[src/rtl/uart_dbg_loader.sv]
// Byte-command debug front end: parses host commands from the UART and drives
// the debug memory port and the CPU reset.
module uart_dbg_loader #(
    parameter int unsigned WR_CYCLES = 2,
    parameter int unsigned RD_LAT    = 2,
    parameter int unsigned TIMEOUT   = 100000
) (
    input  logic        clk,
    input  logic        n_reset,
    input  logic [7:0]  rx_data,
    input  logic        rx_valid,
    output logic [7:0]  tx_data,
    output logic        tx_valid,
    input  logic        tx_ready,
    output logic        dbg_mem_op,
    output logic [3:0]  dbg_wren,
    output logic [31:0] dbg_adr,
    output logic [31:0] dbg_do,
    input  logic [31:0] dbg_di,
    output logic        cpu_n_reset
);

    localparam logic [7:0] CMD_H = 8'h48;
    localparam logic [7:0] CMD_G = 8'h47;
    localparam logic [7:0] CMD_W = 8'h57;
    localparam logic [7:0] CMD_R = 8'h52;
    localparam logic [7:0] ACK   = 8'h06;
    localparam logic [7:0] NAK   = 8'h15;

    typedef enum logic [2:0] {S_IDLE, S_ADDR, S_DATA, S_MEM, S_RESP} state_t;

    state_t      state_q, state_d;
    logic [31:0] cnt_q, cnt_d;
    logic [31:0] tmo_q, tmo_d;
    logic [31:0] adr_sh_q, adr_sh_d;
    logic [31:0] dat_sh_q, dat_sh_d;
    logic        is_wr_q, is_wr_d;
    logic [31:0] resp_q, resp_d;
    logic        tx_valid_q, tx_valid_d;
    logic        mem_op_q, mem_op_d;
    logic [3:0]  wren_q, wren_d;
    logic [31:0] adr_q, adr_d;
    logic [31:0] do_q, do_d;
    logic        cpu_q, cpu_d;
    logic [31:0] adr_full, dat_full;

    // Field values including the byte arriving this cycle (fields are LSB first).
    assign adr_full = (state_q == S_ADDR) ? {rx_data, adr_sh_q[31:8]} : adr_sh_q;
    assign dat_full = (state_q == S_DATA) ? {rx_data, dat_sh_q[31:8]} : dat_sh_q;

    always_comb begin
        state_d    = state_q;
        cnt_d      = cnt_q;
        tmo_d      = '0;
        adr_sh_d   = adr_sh_q;
        dat_sh_d   = dat_sh_q;
        is_wr_d    = is_wr_q;
        resp_d     = resp_q;
        tx_valid_d = tx_valid_q;
        mem_op_d   = mem_op_q;
        wren_d     = wren_q;
        adr_d      = adr_q;
        do_d       = do_q;
        cpu_d      = cpu_q;
        case (state_q)
            S_IDLE: begin
                if (rx_valid) begin
                    tx_valid_d = 1'b1;
                    cnt_d      = 32'd1;
                    state_d    = S_RESP;
                    case (rx_data)
                        CMD_H: begin
                            cpu_d  = 1'b0;
                            resp_d = {24'h0, ACK};
                        end
                        CMD_G: begin
                            cpu_d  = 1'b1;
                            resp_d = {24'h0, ACK};
                        end
                        CMD_W, CMD_R: begin
                            tx_valid_d = 1'b0;
                            cnt_d      = '0;
                            is_wr_d    = (rx_data == CMD_W);
                            state_d    = S_ADDR;
                        end
                        default: resp_d = {24'h0, NAK};
                    endcase
                end
            end
            S_ADDR, S_DATA: begin
                if (rx_valid) begin
                    cnt_d = cnt_q + 32'd1;
                    if (state_q == S_ADDR) adr_sh_d = adr_full;
                    else                   dat_sh_d = dat_full;
                    if (cnt_q == 32'd3) begin
                        cnt_d = '0;
                        if (state_q == S_ADDR && is_wr_q) begin
                            state_d = S_DATA;
                        end else if (cpu_q) begin
                            state_d    = S_RESP;
                            tx_valid_d = 1'b1;
                            cnt_d      = 32'd1;
                            resp_d     = {24'h0, NAK};
                        end else begin
                            state_d  = S_MEM;
                            mem_op_d = 1'b1;
                            wren_d   = is_wr_q ? 4'hF : 4'h0;
                            adr_d    = {adr_full[31:2], 2'b00};
                            if (is_wr_q) do_d = dat_full;
                        end
                    end
                end else if (TIMEOUT != 0 && tmo_q >= TIMEOUT - 1) begin
                    state_d = S_IDLE;
                    cnt_d   = '0;
                end else begin
                    tmo_d = tmo_q + 32'd1;
                end
            end
            S_MEM: begin
                cnt_d = cnt_q + 32'd1;
                if (is_wr_q) begin
                    if (cnt_q == WR_CYCLES - 1) begin
                        mem_op_d   = 1'b0;
                        wren_d     = 4'h0;
                        resp_d     = {24'h0, ACK};
                        cnt_d      = 32'd1;
                        tx_valid_d = 1'b1;
                        state_d    = S_RESP;
                    end
                end else if (cnt_q == RD_LAT - 1) begin
                    mem_op_d   = 1'b0;
                    resp_d     = dbg_di;
                    cnt_d      = 32'd4;
                    tx_valid_d = 1'b1;
                    state_d    = S_RESP;
                end
            end
            S_RESP: begin
                if (tx_ready) begin
                    resp_d = {8'h00, resp_q[31:8]};
                    cnt_d  = cnt_q - 32'd1;
                    if (cnt_q == 32'd1) begin
                        tx_valid_d = 1'b0;
                        state_d    = S_IDLE;
                    end
                end
            end
            default: state_d = S_IDLE;
        endcase
    end

    always_ff @(posedge clk or negedge n_reset) begin
        if (!n_reset) begin
            state_q    <= S_IDLE;
            cnt_q      <= '0;
            tmo_q      <= '0;
            adr_sh_q   <= '0;
            dat_sh_q   <= '0;
            is_wr_q    <= 1'b0;
            resp_q     <= '0;
            tx_valid_q <= 1'b0;
            mem_op_q   <= 1'b0;
            wren_q     <= '0;
            adr_q      <= '0;
            do_q       <= '0;
            cpu_q      <= 1'b0;
        end else begin
            state_q    <= state_d;
            cnt_q      <= cnt_d;
            tmo_q      <= tmo_d;
            adr_sh_q   <= adr_sh_d;
            dat_sh_q   <= dat_sh_d;
            is_wr_q    <= is_wr_d;
            resp_q     <= resp_d;
            tx_valid_q <= tx_valid_d;
            mem_op_q   <= mem_op_d;
            wren_q     <= wren_d;
            adr_q      <= adr_d;
            do_q       <= do_d;
            cpu_q      <= cpu_d;
        end
    end

    assign tx_data     = resp_q[7:0];
    assign tx_valid    = tx_valid_q;
    assign dbg_mem_op  = mem_op_q;
    assign dbg_wren    = wren_q;
    assign dbg_adr     = adr_q;
    assign dbg_do      = do_q;
    assign cpu_n_reset = cpu_q;

endmodule

[config.mk]
export PLATFORM = sky130hd
export DESIGN_NAME = uart_dbg_loader
export DESIGN_NICKNAME = d
export VERILOG_FILES = /design/src/rtl/uart_dbg_loader.sv
export SDC_FILE = /design/constraint.sdc
export NUM_CORES = 1
export LEC_CHECK = 0
export CELL_PAD_IN_SITES_DETAIL_PLACEMENT = 0
export CELL_PAD_IN_SITES_GLOBAL_PLACEMENT = 2
export CORE_AREA = 2 2 197 199
export DETAILED_ROUTE_END_ITERATION = 8
export DIE_AREA = 0 0 199 201
export DONT_BUFFER_PORTS = 1
export GPL_TIMING_DRIVEN = 0
export PLACE_DENSITY = 0.72
export SYNTH_ARGS = -nofsm -noshare
export SYNTH_HDL_FRONTEND = slang
export SYNTH_SLANG_ARGS = --single-unit
export TNS_END_PERCENT = 10
[constraint.sdc]
create_clock -name clk -period 3 [get_ports clk]
set_clock_uncertainty 0.15 [all_clocks]
set_input_delay 0.6 -clock clk [delete_from_list [all_inputs] [get_ports clk]]
set_output_delay 0.6 -clock clk [all_outputs]
set_load 0.03 [all_outputs]
==> impl_metrics.tcl <==
set metrics [dict create \
    viasPerCell 5.03 \
    clk_pin_slew_ns 0.07 \
    yosys_most_used_dff "dfrtp_1" \
    synth_edf_count 0 \
    fillers 3961 \
    cts_tree "built" \
    crit_fanout 10 \
    vias 8533 \
    synthXorXnorAreaFrac_pct 1.71 \
    worstSetupStartpointType "flip-flop" \
    grt_pass1_vias 8544 \
    cts_buffers 29 \
    wl_um 32100 \
    antenna_left 0 \
    die_h_um 201 \
    grt_pass1_wl_um 50400 \
    crit_type "flip-flop to flip-flop" \
    wire_per_inst_um 18.9 \
    drcViolationCount 0 \
    fmax_mhz 352 \
    syn_avg_cell_area_um2 10.2 \
    synth_fa_ha_area_share_pct 0.533 \
    drtIter0Drc 478 \
    relSlewSlack_pct 36.8 \
    period_needed_ns 2.84 \
    irDropWorstVdd_v 0.000484 \
    hold_viol 228 \
    gr-total-overflow 0 \
    seq_area_frac_synth_pct 50.6 \
    worstReg2RegStart "state_q[1]" \
    place_ws_ns -0.193 \
    reg2reg_depth 8 \
    clkLatencyLatePin_ns 0.58 \
    syn_area_mm2 0.0113 \
    worst_pin_slew_ns 0.938 \
    rows 72 \
    crit_path_end_kind "flip-flop" \
    cap_violations 0 \
    synth_top_family_by_area "simple AND/OR/NAND/NOR gates" \
    final.period_utilization_pct 94.7 \
    status "finished with violations" \
    io_buffers 0 \
    fin_nets 1205 \
    synth_cell_types 75 \
    netlist_instances 1105 \
    routabilityCongestion 0.799 \
    r2r_slack_ns 0.16 \
    cp.arrival_ns 3.11 \
    holdWs_ns -0.402 \
    dr.pass1.iters 5 \
    cts_root_buffer "clkbuf_16" \
    hp-class "input pin to asynchronous set/reset pin" \
    setup_ws_ns 0.158 \
    setup_violations 0 \
    syn2layout_area_growth_pct 15.8 \
    die_area_mm2 0.0400 \
    route.met2.wl_um 15100 \
    required_ns 3.27 \
    cts_sinks 228 \
    pin_count 123 \
    place_hpwl_um 21900 \
    grt_antenna_before_repair 1 \
    crit_start "state_q[1]" \
    tns_ns 0 \
    start_util_pct 29.6 \
    violations "negative hold slack" \
    synth_seq_cells 228 \
    r2r_end "cnt_q[7]" \
    ys_warn_count 0 \
    rsz0062_at_grt "no" \
    power.density_mw_per_mm2 720 \
    grt_max_degree 229 \
    core_area_mm2 0.0381 \
    grt_usage_pct 16.0 \
    met1Wirelength_um 14200 \
    drive_gt1_share_pct 15.2 \
    synthSimpleGateAreaFrac_pct 15.4 \
    synth_compound_area_share_pct 15.0 \
    synthMuxAreaShare_pct 12.1 \
    finalMaxSlewViolations 0 \
    met3_length_um 2020 \
    p_leak_nw 5.35 \
    clock_path_buffers 3 \
    cts_max_level 1 \
    synthArstFlopShare_pct 100 \
    hold_buffers 5 \
    die_width_um 199 \
    top_layer "met4" \
]
==> synthesized netlist by cell type, types with 13 or more instances <==
master / count / area share (%)
a21oi_1: 59 / 2.6
a22oi_1: 21 / 1.4
and3_1: 16 / 0.89
buf_2: 17 / 0.76
buf_4: 15 / 1.0
clkbuf_1: 45 / 1.5
dfrtp_1: 228 / 51
inv_1: 29 / 0.97
mux2_2: 62 / 6.2
mux2i_1: 65 / 5.8
nand2_1: 99 / 3.3
nand3_1: 43 / 1.9
nand4_1: 18 / 1.0
nor2_1: 79 / 2.6
nor3_1: 21 / 0.93
o21ai_0: 96 / 4.3
xor2_1: 13 / 1.0
==> layout make-up <==
| type | instances | area [um2] | share of cell area, % |
|---|---|---|---|
| well taps | 518 | 648 | 4.97 |
| clock inverters | 17 | 150 | 1.15 |
| inverters | 29 | 109 | 0.834 |
| flip-flops and latches | 228 | 5710 | 43.7 |
| clock buffers | 35 | 808 | 6.19 |
| plain buffers | 85 | 408 | 3.13 |
| multi-input cells | 778 | 5160 | 39.5 |
| diodes | 1 | 2.50 | 0.0192 |
| repair buffers | 6 | 57.6 | 0.441 |
==> state kept, by name, indices dropped and copies added, names as in the netlist <==
name         flops
adr_sh_q        30
dbg_wren         1
cpu_n_reset      1
dat_sh_q        32
tmo_q           32
cnt_q           32
is_wr_q          1
state_q          3
tx_valid         1
dbg_do          32
resp_q          32
dbg_mem_op       1
dbg_adr         30
==> timing repair <==
| item | CTS | global route |
|---|---|---|
| buffers inserted | 0 | 1 |
| endpoints found under the setup margin | 23 | 110 |
| hold endpoints to repair | 236 | 228 |
| resized for setup | 8 | 5 |
| pin swaps | 0 | 0 |
==> worst max path at each step <==
stage	endpoint	slack, ns	cells after the start
2_1_floorplan	cnt_q[16]	0.61	7
3_3_place_gp	cnt_q[7]	-0.23	9
3_5_place_dp	cnt_q[7]	-0.19	9
4_1_cts	dbg_do[3]	0.008	7
5_1_grt	cnt_q[29]	0.002	8
6_report	cnt_q[7]	0.16	8
==> cells in the final DEF, fill, tap and decap left out, types with 9 or more instances in the layout <==
cell | netlist | routed
dfrtp_1 | 228 | 228
nand2_1 | 99 | 99
o21ai_0 | 96 | 96
nor2_1 | 79 | 78
mux2i_1 | 65 | 65
mux2_2 | 62 | 62
a21oi_1 | 59 | 59
nand3_1 | 43 | 42
clkbuf_1 | 45 | 41
inv_1 | 29 | 29
clkbuf_16 | 0 | 29
a22oi_1 | 21 | 21
nand4_1 | 18 | 18
nor3_1 | 21 | 18
buf_2 | 17 | 17
conb_1 | 1 | 17
buf_4 | 15 | 16
and3_1 | 16 | 16
xor2_1 | 13 | 13
a221oi_1 | 12 | 12
xnor2_1 | 9 | 9
==> cells by family (layout without fill, tap and decap cells) <==
group                    after synthesis  count (layout)
XOR/XNOR                              22              22
adder cells (fa/ha/maj)                5               5
AND/OR/NAND/NOR                      341             341
flip-flops                           228             228
buffers and inverters                115             172
other                                  1              18
multiplexers                         128             128
AO/OA/AOI/OAI                        265             265
==> per-layer routing <==
layer,vias up,GRT usage (%)
li1,4094,-
met5,-,0
met3,57,3.26
met4,0,4.29
met2,201,26.0
met1,4181,21.7
==> where the power goes <==
part / internal (mW) / switching (mW) / leakage (nW)
sequential: 3.42 / 0.391 / 3.05
clock: 2.02 / 1.44 / 0.470
combinational: 0.798 / 1.33 / 1.83
total: 6.24 / 3.16 / 5.35
==> critical path, stage by stage (launching register included) <==
cell,delay [ns]
dfrtp_1,0.35
buf_2,0.16
nor2_1,0.46
nand3_2,0.32
o21ai_0,0.25
and2_1,0.37
buf_2,0.33
o21ai_0,0.14
o2bb2ai_1,0.16
==> per-stage QoR <==
step                cells  instance area [um2]  total power [mW]  utilization [%]
floorplan            1121                11300              5.36                -
global placement     1639                12000              5.92             31.4
detailed placement   1639                12000              5.93             31.4
CTS                  1696                13000              9.47             34.2
global route         1696                13000              9.90             34.2
finish               1697                13000              9.40             34.2
(Power assumes the default switching activity.)
